--- src/rtl/rf_multiport.sv ---
// Multi-ported register file: 2 async reads, 2 byte-masked sync writes,
// optional write->read bypass, hardwired zero register and busy scoreboard.
module rf_multiport #(
    parameter int DW       = 32,
    parameter int AW       = 5,
    parameter int ZERO_REG = 1,
    parameter int BYPASS   = 1
) (
    input  logic            clk,
    input  logic            rst_n,
    input  logic [AW-1:0]   ra_addr,
    output logic [DW-1:0]   ra_data,
    output logic            ra_busy,
    input  logic [AW-1:0]   rb_addr,
    output logic [DW-1:0]   rb_data,
    output logic            rb_busy,
    input  logic            w0_en,
    input  logic [AW-1:0]   w0_addr,
    input  logic [DW/8-1:0] w0_be,
    input  logic [DW-1:0]   w0_data,
    input  logic            w1_en,
    input  logic [AW-1:0]   w1_addr,
    input  logic [DW/8-1:0] w1_be,
    input  logic [DW-1:0]   w1_data,
    input  logic            res_en,
    input  logic [AW-1:0]   res_addr
);

    localparam int NB    = DW / 8;
    localparam int DEPTH = 1 << AW;

    logic [DW-1:0]    mem_q [DEPTH];
    logic [DW-1:0]    mem_d [DEPTH];
    logic [DEPTH-1:0] busy_q;
    logic [DEPTH-1:0] busy_d;

    always_comb begin
        mem_d  = mem_q;
        busy_d = busy_q;
        for (int r = 0; r < DEPTH; r++) begin
            for (int b = 0; b < NB; b++) begin
                if (w0_en && w0_be[b] && w0_addr == AW'(r))
                    mem_d[r][8*b +: 8] = w0_data[8*b +: 8];
                if (w1_en && w1_be[b] && w1_addr == AW'(r))
                    mem_d[r][8*b +: 8] = w1_data[8*b +: 8];
            end
            if ((w0_en && w0_addr == AW'(r)) || (w1_en && w1_addr == AW'(r)))
                busy_d[r] = 1'b0;
            // A new reservation outranks a retiring write to the same register
            if (res_en && res_addr == AW'(r))
                busy_d[r] = 1'b1;
        end
        if (ZERO_REG != 0) begin
            mem_d[0]  = '0;
            busy_d[0] = 1'b0;
        end
    end

    always_ff @(posedge clk or negedge rst_n) begin
        if (!rst_n) begin
            for (int r = 0; r < DEPTH; r++)
                mem_q[r] <= '0;
            busy_q <= '0;
        end else begin
            mem_q  <= mem_d;
            busy_q <= busy_d;
        end
    end

    function automatic logic [DW-1:0] rd(input logic [AW-1:0] a);
        logic [DW-1:0] v;
        v = mem_q[a];
        if (BYPASS != 0) begin
            for (int b = 0; b < NB; b++) begin
                if (w1_en && w1_be[b] && w1_addr == a)
                    v[8*b +: 8] = w1_data[8*b +: 8];
                else if (w0_en && w0_be[b] && w0_addr == a)
                    v[8*b +: 8] = w0_data[8*b +: 8];
            end
        end
        if (ZERO_REG != 0 && a == '0)
            v = '0;
        return v;
    endfunction

    // Gate with rst_n so bypassed write data cannot leak out during reset
    always_comb begin
        ra_data = rst_n ? rd(ra_addr) : '0;
        rb_data = rst_n ? rd(rb_addr) : '0;
        ra_busy = rst_n & busy_q[ra_addr];
        rb_busy = rst_n & busy_q[rb_addr];
    end

endmodule

--- config.mk ---
export PLATFORM = sky130hd
export DESIGN_NAME = rf_multiport
export DESIGN_NICKNAME = d
export VERILOG_FILES = /design/src/rtl/rf_multiport.sv
export SDC_FILE = /design/constraint.sdc
export NUM_CORES = 2
export LEC_CHECK = 0
export BUFFER_PORTS_ARGS = -buffer_cell sky130_fd_sc_hd__clkbuf_2
export CAP_MARGIN = 20
export CELL_PAD_IN_SITES_DETAIL_PLACEMENT = 1
export CELL_PAD_IN_SITES_GLOBAL_PLACEMENT = 2
export CORE_ASPECT_RATIO = 0.8
export CORE_MARGIN = 4
export CORE_UTILIZATION = 37
export DETAILED_ROUTE_END_ITERATION = 8
export HOLD_SLACK_MARGIN = 0.08
export PLACE_DENSITY = 0.78
export SYNTH_ARGS = -nofsm -noshare
export SYNTH_HDL_FRONTEND = slang
export SYNTH_SLANG_ARGS = --single-unit
--- constraint.sdc ---
create_clock -name clk -period 2.5 [get_ports clk]
set_clock_uncertainty 0.15 [all_clocks]
set_input_delay 0.125 -clock clk [delete_from_list [all_inputs] [get_ports clk]]
set_output_delay 0.125 -clock clk [all_outputs]
set_load 0.1 [all_outputs]
==> results.sh <==
export IMPL_core_um2=180000
export IMPL_clk_pin_slew_ns=0.07
export IMPL_die_width_um=484
export IMPL_cp_start_kind="flop"
export IMPL_synth_edf_count=0
export IMPL_ys_seq_elements=1023
export IMPL_whs_ns=0.124
export IMPL_cts_htree_levels=3
export IMPL_async_reset_ff_share_pct=100
export IMPL_vias=65900
export IMPL_worstSetupPathType="reg -> out"
export IMPL_track_usage_pct=37.8
export IMPL_dr_pass1_iters=6
export IMPL_netlist_instances=6780
export IMPL_setup_viol=71
export IMPL_nets=7884
export IMPL_min_path_type="in -> reg"
export IMPL_powerDensity_nw_per_um2=738
export IMPL_cts_tree="done"
export IMPL_die_h_um=388
export IMPL_drc=0
export IMPL_layout_drive_gt1_share_pct=29.7
export IMPL_fin_crit_sh_pct=133
export IMPL_avgRoutedWirePerCell_um=35.4
export IMPL_floorplan_initialDensity_pct=37.3
export IMPL_drtIter0Drc=8036
export IMPL_ant_nets=0
export IMPL_yosys_warnings=0
export IMPL_relSlewSlack_pct=30.7
export IMPL_power_uw=65000
export IMPL_antenna_found_initial=21
export IMPL_gp_congestion=1.02
export IMPL_via_per_inst=6.40
export IMPL_finalHoldViolCount=0
export IMPL_grt_pass1_vias=66900
export IMPL_fin_ws_ns=-0.829
export IMPL_grt_max_degree=158
export IMPL_port_buffers=167
export IMPL_syn_to_final_growth_pct=31.5
export IMPL_syn_area_um2=67000
export IMPL_crit_path_end_kind="output pin"
export IMPL_numClockSinks=1023
export IMPL_clock_latency_ns=0.81
export IMPL_clock_path_buffers=3
export IMPL_rsz0062_at_grt="true"
export IMPL_postLayoutCoreUtil_pct=49.0
export IMPL_worst_path_max_fanout=3
export IMPL_gr_total_overflow=0
export IMPL_status="finished with violations"
export IMPL_root_buffer="clkbuf_16"
export IMPL_ys_types=80
export IMPL_ir_drop_v=0.000583
export IMPL_leakagePower_uw=0.0439
export IMPL_cp_data_arrival_time_ns=3.05
export IMPL_synth_nets=6882
export IMPL_rows=139
export IMPL_fmax_ghz=0.300
export IMPL_seq_area_frac_synth_pct=38.2
export IMPL_cts_buffers=116
export IMPL_fin_tns_setup_ns=-30.82
export IMPL_violations="setup timing"
export IMPL_wl_um=365000
export IMPL_period_needed_ns=3.33
export IMPL_drv_slew=0
export IMPL_dieArea_um2=188000
export IMPL_drv_cap=0
export IMPL_postSynthAreaPerCell_um2=9.88
export IMPL_required_ns=2.23
export IMPL_yosys_most_used_dff="dfrtp_1"
export IMPL_worst_slew_pin_slew_ns=1.04
export IMPL_boundaryPins=168
export IMPL_grt_pass1_wl_um=513000
export IMPL_dp_final_hpwl_um=265000
[layout make-up]
| type | count | area (um2) |
|---|---|---|
| Antenna cell | 12 | 30.0 |
| Clock buffer | 169 | 3450 |
| Clock inverter | 44 | 542 |
| Fill cell | 19600 | 91600 |
| Inverter | 18 | 67.6 |
| Multi-Input combinational cell | 5092 | 40200 |
| Sequential cell | 1023 | 25600 |
| Tap cell | 2397 | 3000 |
| Timing Repair Buffer | 1531 | 15100 |
[final timing paths]
path,startpoint,cells after the start,slack [ns],to
worst max-delay path,mem_q[599],8,-0.83,ra_data[23]
worst min-delay path,w1_be[1],5,0.12,mem_q[526]
worst max register to register,mem_q[834],4,0.86,mem_q[834]
worst min register to register,busy_q[15],1,0.39,busy_q[15]
max in group asynchronous,rst_n,5,0.12,mem_q[131]
min in group asynchronous,rst_n,3,0.13,mem_q[691]
[cell usage after synthesis (all sizes together) (17+ instances only)]
| library cell | count | area (um2) |
|---|---|---|
| clkbuf | 417 | 1660 |
| mux2 | 55 | 619 |
| buf | 228 | 1650 |
| a221oi | 43 | 383 |
| nand3 | 77 | 385 |
| o21ai | 120 | 601 |
| a211oi | 21 | 158 |
| nand2b | 23 | 144 |
| a31oi | 34 | 213 |
| dfrtp | 1023 | 25600 |
| o211ai | 17 | 133 |
| a22o | 24 | 210 |
| nor2b | 34 | 223 |
| mux4 | 351 | 8010 |
| mux2i | 1267 | 12700 |
| nor2 | 1149 | 4320 |
| a21oi | 1076 | 5390 |
| inv | 17 | 63.8 |
| nor3 | 55 | 305 |
| nand2 | 389 | 1490 |
| o22ai | 60 | 375 |
| nand4 | 29 | 181 |
| a22oi | 108 | 811 |
[worst max-delay path, cell delays in order (launching register included)]
cell      delay (ns)
dfrtp_1         0.40
mux4_2          0.49
nor2b_4         0.15
a211oi_4        0.28
a31oi_2         0.10
o211ai_1        0.28
buf_4           0.19
a31oi_4         0.14
buf_12          0.20
[stage by stage]
step	setup WS, ns	cells	area, um2
floorplan	-0.519	6780	67500
global placement	-0.530	9834	80200
detailed placement	-0.497	9834	80200
CTS	-0.800	10200	87200
global route	-0.816	10300	88000
finish	-0.829	10300	88000
[layer usage]
layer  vias up  global-route usage [%]  routed length, um
li1      26800                       -                  -
met1     34500                    51.3             149000
met2      3660                    55.7             156000
met3       883                    9.99              38000
met4         8                    19.4              22200
met5         -                       0                 49
[placed cells by master (no fill, tap or decap), types with 26 or more instances in the layout]
master         count
mux4_2           332
mux2_2            45
a22oi_2           27
clkbuf_2          93
nor2b_1           27
nand3_1           60
nand2_1          362
nand4_1           29
clkbuf_16        120
dfrtp_1         1021
a22oi_1           81
buf_12           271
buf_6             36
nor2_1          1131
a21oi_1         1036
a221oi_1          30
dlygate4sd3_1    125
nor3_1            30
buf_4            999
o21ai_0           66
o21ai_2           28
mux2i_1         1245
clkbuf_8          26
o22ai_1           32
[registers in the layout (all words and copies together), names as in the netlist]
name	count
mem_q	992
busy_q	31
[logic make-up (layout without fill, tap and decap cells)]
family	Yosys count	after routing	synth area share, %
XOR/XNOR	20	20	0.262
other	0	12	0
buffers and inverters	665	1762	5.08
AND/OR/NAND/NOR	1826	1826	11.3
AO/OA/AOI/OAI	1573	1573	13.3
flip-flops	1023	1023	38.2
multiplexers	1673	1673	31.8
[where the power goes]
group | total, uW | switching [uW] | internal, uW | leakage [uW]
combinational | 21400 | 10900 | 10500 | 0.0294
clock | 18600 | 8000 | 10600 | 0.00197
sequential | 24900 | 3980 | 20900 | 0.0126
[repair_timing]
item,in CTS,in global routing
hold endpoints to repair,1776,534
setup buffers,83,38
pin swaps,189,114
endpoints found under the setup margin,66,75
resized for setup,297,117
hold buffers,127,1
No activity file was read; power rests on OpenSTA's default activity.
